### config.mk
export PLATFORM = sky130hd
export DESIGN_NAME = store_queue_fwd_flat
export DESIGN_NICKNAME = d
export VERILOG_FILES = /design/src/rtl/store_queue_fwd_if.sv /design/src/rtl/store_queue_fwd.sv /design/src/flat_wrapper.sv
export SDC_FILE = /design/constraint.sdc
export NUM_CORES = 1
export LEC_CHECK = 0
export CORE_ASPECT_RATIO = 2
export CORE_UTILIZATION = 25
export DETAILED_ROUTE_END_ITERATION = 12
export PLACE_DENSITY = 0.4
export SETUP_SLACK_MARGIN = 0.02
export SLEW_MARGIN = 20
export SYNTH_ARGS = -nofsm -noshare
export SYNTH_HDL_FRONTEND = slang
export SYNTH_SLANG_ARGS = --single-unit
### constraint.sdc
create_clock -name clk -period 5.6 [get_ports clk]
set_clock_uncertainty 0.1 [all_clocks]
set_input_delay 0.56 -clock clk [delete_from_list [all_inputs] [get_ports clk]]
set_output_delay 0.56 -clock clk [all_outputs]
set_load 0.005 [all_outputs]
### src/rtl/store_queue_fwd_if.sv
// Store queue bus bundle: memory-stage enqueue, load-forward lookup, cache drain, status.
// Latency: none (wiring only).
// Backpressure: enq_ready and drain_ready carry flow control in opposite directions.
//
// slave  : the store queue itself.
// master : the environment (memory stage + L1 data cache side).
interface store_queue_fwd_if #(
  parameter int DEPTH  = 4,
  parameter int ADDR_W = 32,
  parameter int DATA_W = 32
);
  localparam int BYTES = DATA_W / 8;
  localparam int CNT_W = $clog2(DEPTH) + 1;

  // enqueue from the memory stage
  logic              enq_valid;
  logic              enq_ready;
  logic [ADDR_W-1:0] enq_addr;
  logic [DATA_W-1:0] enq_data;
  logic [BYTES-1:0]  enq_mask;

  // store-to-load forwarding lookup
  logic              ld_valid;
  logic [ADDR_W-1:0] ld_addr;
  logic [BYTES-1:0]  ld_mask;
  logic              ld_fwd_hit;
  logic              ld_fwd_partial;
  logic [DATA_W-1:0] ld_fwd_data;

  // drain to the L1 data cache
  logic              drain_valid;
  logic              drain_ready;
  logic [ADDR_W-1:0] drain_addr;
  logic [DATA_W-1:0] drain_data;
  logic [BYTES-1:0]  drain_mask;

  // status
  logic [CNT_W-1:0]  count;
  logic              empty;

  modport slave (
    input  enq_valid, enq_addr, enq_data, enq_mask,
    input  ld_valid, ld_addr, ld_mask,
    input  drain_ready,
    output enq_ready,
    output ld_fwd_hit, ld_fwd_partial, ld_fwd_data,
    output drain_valid, drain_addr, drain_data, drain_mask,
    output count, empty
  );

  modport master (
    output enq_valid, enq_addr, enq_data, enq_mask,
    output ld_valid, ld_addr, ld_mask,
    output drain_ready,
    input  enq_ready,
    input  ld_fwd_hit, ld_fwd_partial, ld_fwd_data,
    input  drain_valid, drain_addr, drain_data, drain_mask,
    input  count, empty
  );
endinterface

### src/rtl/store_queue_fwd.sv
// Store queue: buffers committed stores, drains them in order to L1, forwards bytes to loads.
// Latency: enqueue visible to drain/forward/count one cycle after acceptance; forwarding is combinational.
// Backpressure: enq_ready = !full only (no path from drain_ready); drain_* held stable while stalled.
//
// Ports:
//   clk  - rising-edge clock
//   rst  - asynchronous active-low reset
//   bus  - store_queue_fwd_if.slave: enq_* (store in), ld_* (forward lookup),
//          drain_* (to cache), count/empty (status)
module store_queue_fwd #(
  parameter int DEPTH    = 4,
  parameter int ADDR_W   = 32,
  parameter int DATA_W   = 32,
  parameter int COALESCE = 1
) (
  input  logic             clk,
  input  logic             rst,
  store_queue_fwd_if.slave bus
);

  localparam int BYTES = DATA_W / 8;
  localparam int IDX_W = $clog2(DEPTH);
  localparam int OFF_W = (BYTES > 1) ? $clog2(BYTES) : 0;
  // Clears the byte-offset bits so entries and compares work on word addresses.
  localparam logic [ADDR_W-1:0] WORD_MASK = {ADDR_W{1'b1}} << OFF_W;

  // Pointer state: index plus one wrap bit.
  logic [IDX_W:0]    r_head;
  logic [IDX_W:0]    r_tail;
  logic [IDX_W:0]    r_count;
  logic              r_empty;

  // Entry storage (not reset; validity comes from the pointers).
  logic [ADDR_W-1:0] r_addr [DEPTH];
  logic [DATA_W-1:0] r_data [DEPTH];
  logic [BYTES-1:0]  r_mask [DEPTH];

  logic [IDX_W-1:0]  w_head_idx;
  logic [IDX_W-1:0]  w_tail_idx;
  logic [IDX_W-1:0]  w_last_idx;
  logic              w_full;
  logic              w_enq_fire;
  logic              w_deq_fire;
  logic              w_coalesce;
  logic              w_push;
  logic              w_merge;
  logic [ADDR_W-1:0] w_enq_word;
  logic [ADDR_W-1:0] w_ld_word;
  logic [IDX_W:0]    w_count_nxt;

  assign w_head_idx = r_head[IDX_W-1:0];
  assign w_tail_idx = r_tail[IDX_W-1:0];
  assign w_last_idx = w_tail_idx - 1'b1;

  assign w_full = (r_head[IDX_W-1:0] == r_tail[IDX_W-1:0]) &&
                  (r_head[IDX_W] != r_tail[IDX_W]);

  assign w_enq_word = bus.enq_addr & WORD_MASK;
  assign w_ld_word  = bus.ld_addr & WORD_MASK;

  assign w_enq_fire = bus.enq_valid && !w_full;
  assign w_deq_fire = !r_empty && bus.drain_ready;

  // Merge only into the youngest entry, and only when at least two entries are
  // live so that entry is never the head (the head may be mid-handshake).
  assign w_coalesce = (COALESCE != 0) &&
                      (r_count >= (IDX_W+1)'(2)) &&
                      (r_addr[w_last_idx] == w_enq_word);

  assign w_push  = w_enq_fire && !w_coalesce;
  assign w_merge = w_enq_fire && w_coalesce;

  assign w_count_nxt = r_count
                     + {{IDX_W{1'b0}}, w_push}
                     - {{IDX_W{1'b0}}, w_deq_fire};

  // ------------------------------------------------------------------
  // Pointer / occupancy state
  // ------------------------------------------------------------------
  always_ff @(posedge clk or negedge rst) begin
    if (!rst) begin
      r_head  <= '0;
      r_tail  <= '0;
      r_count <= '0;
      r_empty <= 1'b1;
    end else begin
      if (w_push) begin
        r_tail <= r_tail + (IDX_W+1)'(1);
      end
      if (w_deq_fire) begin
        r_head <= r_head + (IDX_W+1)'(1);
      end
      r_count <= w_count_nxt;
      r_empty <= (w_count_nxt == '0);
    end
  end

  // ------------------------------------------------------------------
  // Entry storage writes
  // ------------------------------------------------------------------
  always_ff @(posedge clk) begin
    if (w_push) begin
      r_addr[w_tail_idx] <= w_enq_word;
      r_data[w_tail_idx] <= bus.enq_data;
      r_mask[w_tail_idx] <= bus.enq_mask;
    end else if (w_merge) begin
      r_mask[w_last_idx] <= r_mask[w_last_idx] | bus.enq_mask;
      for (int b = 0; b < BYTES; b++) begin
        if (bus.enq_mask[b]) begin
          r_data[w_last_idx][8*b +: 8] <= bus.enq_data[8*b +: 8];
        end
      end
    end
  end

  // ------------------------------------------------------------------
  // Enqueue / drain outputs
  // ------------------------------------------------------------------
  assign bus.enq_ready   = !w_full;
  assign bus.drain_valid = !r_empty;
  // Head entry straight from storage; forced to zero while nothing is queued
  // so stale array contents never appear on the cache bus.
  assign bus.drain_addr  = r_empty ? '0 : r_addr[w_head_idx];
  assign bus.drain_data  = r_empty ? '0 : r_data[w_head_idx];
  assign bus.drain_mask  = r_empty ? '0 : r_mask[w_head_idx];
  assign bus.count       = r_count;
  assign bus.empty       = r_empty;

  // ------------------------------------------------------------------
  // Store-to-load forwarding
  // Scanning oldest to youngest and letting later matches overwrite earlier
  // ones selects, per lane, the youngest covering entry. Only registered state
  // is consulted, so a same-cycle enqueue is invisible and a draining head is
  // still visible.
  // ------------------------------------------------------------------
  logic [IDX_W-1:0]  w_scan_idx;
  logic [BYTES-1:0]  w_fwd_cov;
  logic [DATA_W-1:0] w_fwd_data;

  always_comb begin
    w_scan_idx = '0;
    w_fwd_cov  = '0;
    w_fwd_data = '0;
    for (int k = 0; k < DEPTH; k++) begin
      w_scan_idx = w_head_idx + IDX_W'(k);
      if (((IDX_W+1)'(k) < r_count) && (r_addr[w_scan_idx] == w_ld_word)) begin
        for (int b = 0; b < BYTES; b++) begin
          if (bus.ld_mask[b] && r_mask[w_scan_idx][b]) begin
            w_fwd_cov[b]          = 1'b1;
            w_fwd_data[8*b +: 8]  = r_data[w_scan_idx][8*b +: 8];
          end
        end
      end
    end
  end

  // w_fwd_cov only contains requested lanes, so full coverage is equality.
  assign bus.ld_fwd_hit     = bus.ld_valid && (bus.ld_mask != '0) &&
                              (w_fwd_cov == bus.ld_mask);
  assign bus.ld_fwd_partial = bus.ld_valid && (w_fwd_cov != '0) &&
                              (w_fwd_cov != bus.ld_mask);
  assign bus.ld_fwd_data    = bus.ld_valid ? w_fwd_data : '0;

endmodule

### src/flat_wrapper.sv
// flat-port wrapper written by rule: the top's interface ports become plain ports
module store_queue_fwd_flat 
#(
  parameter int DEPTH    = 4,
  parameter int ADDR_W   = 32,
  parameter int DATA_W   = 32,
  parameter int COALESCE = 1
)
  (clk, rst, bus_enq_valid, bus_enq_addr, bus_enq_data, bus_enq_mask, bus_ld_valid, bus_ld_addr, bus_ld_mask, bus_drain_ready, bus_enq_ready, bus_ld_fwd_hit, bus_ld_fwd_partial, bus_ld_fwd_data, bus_drain_valid, bus_drain_addr, bus_drain_data, bus_drain_mask, bus_count, bus_empty);
  store_queue_fwd_if #(.DEPTH(DEPTH), .ADDR_W(ADDR_W), .DATA_W(DATA_W)) bus_i ();
  input  logic clk;
  input  logic rst;
  input wire logic [$bits(bus_i.enq_valid)-1:0] bus_enq_valid;
  input wire logic [$bits(bus_i.enq_addr)-1:0] bus_enq_addr;
  input wire logic [$bits(bus_i.enq_data)-1:0] bus_enq_data;
  input wire logic [$bits(bus_i.enq_mask)-1:0] bus_enq_mask;
  input wire logic [$bits(bus_i.ld_valid)-1:0] bus_ld_valid;
  input wire logic [$bits(bus_i.ld_addr)-1:0] bus_ld_addr;
  input wire logic [$bits(bus_i.ld_mask)-1:0] bus_ld_mask;
  input wire logic [$bits(bus_i.drain_ready)-1:0] bus_drain_ready;
  output wire logic [$bits(bus_i.enq_ready)-1:0] bus_enq_ready;
  output wire logic [$bits(bus_i.ld_fwd_hit)-1:0] bus_ld_fwd_hit;
  output wire logic [$bits(bus_i.ld_fwd_partial)-1:0] bus_ld_fwd_partial;
  output wire logic [$bits(bus_i.ld_fwd_data)-1:0] bus_ld_fwd_data;
  output wire logic [$bits(bus_i.drain_valid)-1:0] bus_drain_valid;
  output wire logic [$bits(bus_i.drain_addr)-1:0] bus_drain_addr;
  output wire logic [$bits(bus_i.drain_data)-1:0] bus_drain_data;
  output wire logic [$bits(bus_i.drain_mask)-1:0] bus_drain_mask;
  output wire logic [$bits(bus_i.count)-1:0] bus_count;
  output wire logic [$bits(bus_i.empty)-1:0] bus_empty;
  assign bus_i.enq_valid = bus_enq_valid;
  assign bus_i.enq_addr = bus_enq_addr;
  assign bus_i.enq_data = bus_enq_data;
  assign bus_i.enq_mask = bus_enq_mask;
  assign bus_i.ld_valid = bus_ld_valid;
  assign bus_i.ld_addr = bus_ld_addr;
  assign bus_i.ld_mask = bus_ld_mask;
  assign bus_i.drain_ready = bus_drain_ready;
  assign bus_enq_ready = bus_i.enq_ready;
  assign bus_ld_fwd_hit = bus_i.ld_fwd_hit;
  assign bus_ld_fwd_partial = bus_i.ld_fwd_partial;
  assign bus_ld_fwd_data = bus_i.ld_fwd_data;
  assign bus_drain_valid = bus_i.drain_valid;
  assign bus_drain_addr = bus_i.drain_addr;
  assign bus_drain_data = bus_i.drain_data;
  assign bus_drain_mask = bus_i.drain_mask;
  assign bus_count = bus_i.count;
  assign bus_empty = bus_i.empty;
  store_queue_fwd #(.DEPTH(DEPTH), .ADDR_W(ADDR_W), .DATA_W(DATA_W), .COALESCE(COALESCE)) u_core (.clk(clk), .rst(rst), .bus(bus_i));
endmodule
After elaboration in Yosys (flattened, before gate mapping)
Memories as Yosys holds them, arrays and structs flattened.
Cells that the tools add are included.
{"block": "totals", "mem_bits_rw": 264, "n_memories": 3, "regBits": 10}
{"block": "classes", "magnitude_cmp": 5, "n_eq_ne": 9, "add_sub_neg": 8, "mux": 71, "n_reduce_logical": 38, "bitwise": 1}
{"memory": "u_core.r_data", "words": 4, "word_bits": 32, "rd": 4, "rd_clocked_by_memory_dff": 0, "write_ports": 1, "line_no": "store_queue_fwd.sv:35", "text": "logic [DATA_W-1:0] r_data [DEPTH];"}
{"memory": "u_core.r_addr", "words": 4, "word_bits": 30, "rd": 5, "rd_clocked_by_memory_dff": 0, "write_ports": 1, "line_no": "store_queue_fwd.sv:34", "text": "logic [ADDR_W-1:0] r_addr [DEPTH];"}
{"memory": "u_core.r_mask", "words": 4, "word_bits": 4, "rd": 5, "rd_clocked_by_memory_dff": 0, "write_ports": 1, "line_no": "store_queue_fwd.sv:36", "text": "logic [BYTES-1:0] r_mask [DEPTH];"}
{"operator": "32-bit two-way mux", "count": 8}
{"operator": "32-bit equality test", "count": 5}
{"operator": "8-bit two-way mux", "count": 16}
{"operator": "1-bit two-way mux", "count": 38}
{"operator": "32-bit OR reduction", "count": 1}
{"operator": "1-bit logical AND", "count": 30}
{"operator": "4-bit two-way mux", "count": 7}
{"operator": "4-bit nonzero test", "count": 2}
{"operator": "3-bit by 1-bit adder with 3-bit output, second input constant", "count": 2}
{"operator": "1-bit by 3-bit < comparator with 1-bit output, first input constant", "count": 2}
{"operator": "2-bit by 3-bit < comparator with 1-bit output, first input constant", "count": 2}
{"operator": "2-bit adder, second input constant", "count": 2}
{"operator": "4-bit equality test", "count": 1}
{"operator": "2-bit two-way mux", "count": 2}
{"operator": "4-bit != test", "count": 1}
{"operator": "4-bit bitwise OR", "count": 1}
{"operator": "4-bit OR reduction", "count": 1}
{"operator": "3-bit by 1-bit adder with 3-bit output", "count": 1}
{"operator": "3-bit by 2-bit greater-or-equal comparator with 1-bit output, second input constant", "count": 1}
{"operator": "1-bit logical NOT", "count": 3}
{"operator": "3-bit logical NOT", "count": 1}
{"operator": "3-bit by 1-bit subtractor with 3-bit output", "count": 1}
{"operator": "2-bit by 1-bit adder with 2-bit output, second input constant", "count": 1}
{"operator": "2-bit equality test", "count": 1}
{"operator": "2 further kinds", "count": 2}

Depth between registers and ports, before layout
An unclocked memory read counts as a cell.
{"block": "logic_depth", "depth_word": 13, "mapped_depth": 18, "ltp_nobuf": 12}

Worst setup path before layout
Ideal clock, no wire load.
{"block": "synth_timing", "path_type": "register -> register", "from": "register u_core.r_tail[0]", "to": "memory u_core.r_data[0][0] (enable)", "slack_ps": -128, "stages_incl_launch_ff": 16, "arrival_ps": 5255, "period_less_slack_ps": 5728, "required_time_ps": 5127, "setup_ps": 373, "path_cell_list": "dfrtp_1 clkbuf_1 clkbuf_1 clkbuf_1 clkinv_1 ha_1 buf_1 clkbuf_1 mux4_2 xnor2_1 nand4_1 nor4_1 nand2_1 or3_1 o31ai_1 nor2b_1"}
{"block": "synth_via", "elab_chain_len": 10, "elab_cells_between_ends": 28}
{"element": "from (decl)", "line_no": "store_queue_fwd.sv:29", "text": "logic [IDX_W:0] r_tail;"}
{"element": "from (signal assigned)", "line_no": "store_queue_fwd.sv:88", "text": "r_tail <= r_tail + (IDX_W+1)'(1);"}
{"element": "2-bit by 1-bit subtractor with 2-bit output (*)", "line_no": "store_queue_fwd.sv:53", "text": "assign w_last_idx = w_tail_idx - 1'b1;"}
{"element": "named net u_core.w_last_idx[0]", "line_no": "store_queue_fwd.sv:40", "text": "logic [IDX_W-1:0] w_last_idx;"}
{"element": "memory read 4 x 30 bit"}
{"element": "32-bit equality test", "line_no": "store_queue_fwd.sv:68", "text": "(r_addr[w_last_idx] == w_enq_word);"}
{"element": "1-bit logical AND", "line_no": "store_queue_fwd.sv:67", "text": "(r_count >= (IDX_W+1)'(2)) &&"}
{"element": "1-bit logical AND or 1-bit logical NOT (tied branches)", "line_no": "store_queue_fwd.sv:71, store_queue_fwd.sv:70"}
{"element": "1-bit two-way mux or 1-bit logical AND (tied branches)", "line_no": "store_queue_fwd.sv:106, store_queue_fwd.sv:70"}
{"element": "1-bit two-way mux", "line_no": "store_queue_fwd.sv:102", "text": "if (w_push) begin"}
{"element": "1-bit two-way mux (implied by the code)", "line_no": "store_queue_fwd.sv:110", "text": "r_data[w_last_idx][8*b +: 8] <= bus.enq_data[8*b +: 8];"}
{"element": "32-bit OR reduction (no line)"}
{"element": "2-bit two-way mux (no line) or 4-bit two-way mux (tied branches)"}
{"element": "to (decl)", "line_no": "store_queue_fwd.sv:35"}
Mark *: on every way through the listed nets, which the timed path passes. The rest lies on a longest branch.

Final worst setup path
{"block": "layout_timing", "from": "register u_core.r_head[1]", "to": "output bus_ld_fwd_data[8]"}
{"block": "layout_via", "elab_chain_len": 11, "elab_cells_between_ends": 27}
{"element": "from (decl)", "line_no": "store_queue_fwd.sv:28", "text": "logic [IDX_W:0] r_head;"}
{"element": "from (signal assigned)", "line_no": "store_queue_fwd.sv:91", "text": "r_head <= r_head + (IDX_W+1)'(1);"}
{"element": "branches (longest 9 deep; another with memory read 4 x 30 bit)"}
{"element": "32-bit two-way mux (*)", "line_no": "store_queue_fwd.sv:146", "text": "if (((IDX_W+1)'(k) < r_count) && (r_addr[w_scan_idx] == w_ld_word)) begin"}
{"element": "32-bit two-way mux (*)", "line_no": "store_queue_fwd.sv:162", "text": "assign bus.ld_fwd_data = bus.ld_valid ? w_fwd_data : '0;"}
{"element": "to (decl)", "line_no": "flat_wrapper.sv:24", "text": "output wire logic [$bits(bus_i.ld_fwd_data)-1:0] bus_ld_fwd_data;"}
Every way passes the cells marked *.

==> results.tsv <==
stage	metric	value	unit
floorplanning	Starting Density	25.33	%
clocking	Worst-path clk slew	0.06	ns
global_routing	first-pass GRT wire length	114.6	mm
floorplanning	Cell Rows	148	
sta	setup_tns	0	ns
synth	xor and xnor area share after synthesis	5.717	%
synth	post-synthesis adder-cell area fraction	0.6413	%
layout	commonest non-fill, non-tap cell in the layout	edfxtp_1	
place	pre-CTS WS	0.1790	ns
place	dpl cells	2781	
critical_path	CP max FO	8	
power	Max VDD drop	407.6	uV
floorplanning	Die Y	408.8	um
critical_path	critical path launch point	u_core.r_head[1]	
drt	routed vias/inst	5.336	
layout	multi-input logic area	11900	um2
layout	layout net count	1893	
floorplanning	die area	83950	um2
drt	Antenna Violating Nets Remaining	0	
floorplanning	Placeable Area	81660	um2
synth	Post-synth EDFFs	264	
clocking	CTS sink count	274	
sta	Final Hold Viols	0	
sta	fin crit share	97.64	%
critical_path	Worst Setup End Kind	output port	
synth	Syn Area/Cell	13.63	um2
power	Power per Cell Area	604.6	nW/um2
layout	Final Non-Filler Cells	2850	
sta	Final Max Slew Viols	0	
global_routing	initial antenna violation count	5	
sta	Setup-failing EPs final	0	
synth	simple logic cell fraction of the synthesized area	8.336	%
layout	post-route cell area	26120	um2
layout	area grow syn2layout	26.29	%
critical_path	CP Class	reg -> out	
synth	Yosys Warn Count	0	
synth	Compound-Gate Fraction of Synth Area	7.175	%
layout	layout cells sized above 1	27.92	%
critical_path	Critical Path Start Type	register	
sta	RSZ-0062 raised after global routing	no	
drt	Routed Wire Length	80.64	mm
layout	Final Core Density	31.98	%
run	max cap viols	0	
sta	Slew Limit Headroom	31.20	%
layout	commonest cells after routing, fill and taps aside	edfxtp_1, mux4_2, clkdlybuf4s50_1, mux2i_1, buf_4	
synth	register area share after synthesis	39.55	%
place	hpwl dp	61.55	mm
clocking	H-Tree Depth	1	
critical_path	Worst EP arrival	4.81	ns
drt	router iterations before antenna repair	7	
clocking	hold buffer count at cts	0	
drt	Wirelength per Cell	28.29	um
place	dpl cell area	24660	um2
clocking	CTS root buf	clkbuf_16	
sta	Tmin final	5.468	ns
critical_path	Req. time, crit path	4.94	ns
floorplanning	I/O pin count	217	
synth	Yosys cell types	79	
clocking	CTS tree	built	
min_path	Hold Path Class	in -> async	
outcome	status	finished, final reports clean	
layout	Filler cells	8195	
place	PortBufs	210	
synth	largest family of logic cells by synthesized area	multiplexers	
drt	vias	15209	
global_routing	largest net degree at the start of global routing	147	
synth	#FFs+latches synth	274	
clocking	Max clock buf depth	3	
clocking	Num CTS Buffers	30	
layout	Reg area	8188	um2
sta	worst setup margin	0.1322	ns
global_routing	total track usage	19.13	%
floorplanning	die width	205.4	um
sta	Slew @ Worst Pin	1.032	ns
synth	cell count after synthesis	1517	
synth	Cell Area, Synth	20680	um2
clocking	clk_lat worst skew	0.60	ns
place	GPL Wtd Cong	0.9119	
synth	mux cell area share after synthesis	34.19	%
drt	First DRT Iteration DRCs	976	
synth	ys async rst share	3.650	%
global_routing	grt total ovfl	0	
sta	Peak Freq	182.9	MHz
power	Leak	9.075	nW
global_routing	vias in the first global route	15801	
drt	DR DRC count	0	
synth	Top FF cell, synth	edfxtp_1	
critical_path	RR Startpoint	u_core.r_tail[1]	
[Yosys cell counts (4+ instances only)]
cell type,count,area (um2)
edfxtp_1,264,7928
mux4_2,225,5067
mux2i_1,117,1171
xnor2_1,106,928.4
nand2_1,66,247.7
inv_1,51,191.4
nor2_1,50,187.7
and2_1,49,306.5
clkbuf_1,45,168.9
buf_2,42,210.2
o21ai_0,40,200.2
mux2_2,32,360.4
o22ai_1,31,193.9
nand4_1,29,181.4
xor2_1,29,254.0
a21oi_1,23,115.1
nand3_1,23,115.1
nor2b_1,22,137.6
a21o_1,20,150.1
mux4_1,18,473.0
a221oi_1,16,140.1
and3_1,16,100.1
buf_4,15,112.6
a31oi_1,13,81.33
nor3_1,13,65.06
a22oi_1,12,90.09
buf_6,10,112.6
buf_1,9,33.78
dfrtp_1,9,225.2
ha_1,9,112.6
nand2b_1,9,56.30
nor4_1,9,56.30
o31ai_1,9,67.56
a211oi_1,6,45.04
o2bb2ai_1,6,52.55
a2111oi_0,5,43.79
o21ai_1,5,25.02
a222oi_1,4,40.04
o311ai_0,4,35.03
or3_1,4,25.02
[state kept, by name, summed over array words and instances, names as in the netlist]
name,count
u_core.bus.count,3
u_core.bus.empty,1
u_core.r_addr,120
u_core.r_data,128
u_core.r_head,3
u_core.r_mask,16
u_core.r_tail,3
[final timing paths]
check / endpoint / slack [ns] / cells after the start
max: bus_ld_fwd_data[8] / 0.13 / 19
min in group clk: u_core.r_head[2] / 0.39 / 1
max reg2reg: u_core.r_data[2][28] / 0.65 / 14
min: u_core.bus.count[2] / 0.18 / 1
min reg2reg: u_core.r_head[2] / 0.39 / 1
max in group asynchronous: u_core.r_head[1] / 4.86 / 1
[logic make-up after synthesis]
kind of cell / count (synthesis)
compound gates: 216
xor+xnor: 135
fa+ha+maj: 10
buf+inv: 177
flops: 274
mux: 392
other cells: 1
simple gates: 312
[metal layers]
metal / GRT usage [%] / share of wire [%]
met1: 19.94 / 35
met2: 35.99 / 54
met3: 1.905 / 4.1
met4: 11.88 / 6.9
met5: 0 / 0.035
[what timing repair did]
| action | in CTS | in global routing |
|---|---|---|
| endpoints found under the setup margin | 34 | 25 |
| setup buffers | 7 | 3 |
| gates cloned | 1 | 1 |
| pin swaps | 15 | 4 |
| gates resized for setup | 82 | 21 |
[worst max-delay path, cell delays in order, from the launching register on]
cell and delay (ns):
dfrtp_4 0.50, ha_4 0.32, buf_12 0.15, buf_12 0.13, mux4_2 0.54, xnor2_2 0.14, buf_4 0.18, nand4_1 0.11
nor3_2 0.21, buf_4 0.15, nand4_1 0.20, buf_4 0.24, buf_6 0.13, nor3_4 0.18, buf_6 0.13, nor3_4 0.04
buf_12 0.15, a221oi_2 0.26, o22ai_1 0.15, dlygate4sd2_1 0.28
[through the flow]
stage | hold slack (ns) | total power, mW
5_1_grt | 0.2068 | 16.54
4_1_cts | 0.1682 | 15.86
2_1_floorplan | 0.1644 | 9.640
6_report | 0.1820 | 15.79
3_3_place_gp | 0.3794 | 13.27
3_5_place_dp | 0.3816 | 13.34
[cell type report]
class,instances,area share [%]
multi-input cells,1067,45.57
clock inverters,21,0.8000
diodes,2,0.01916
inverters,52,0.7473
clock buffers,35,3.028
flip-flops and latches,274,31.35
repair buffers,349,13.46
well taps,1050,5.030
[power breakdown]
group	internal, mW	switching (mW)	leakage, nW
registers	2.80	0.435	2.53
logic	5.22	5.28	6.06
clock network	1.19	0.866	0.485
No activity file was read; power rests on OpenSTA's default activity.
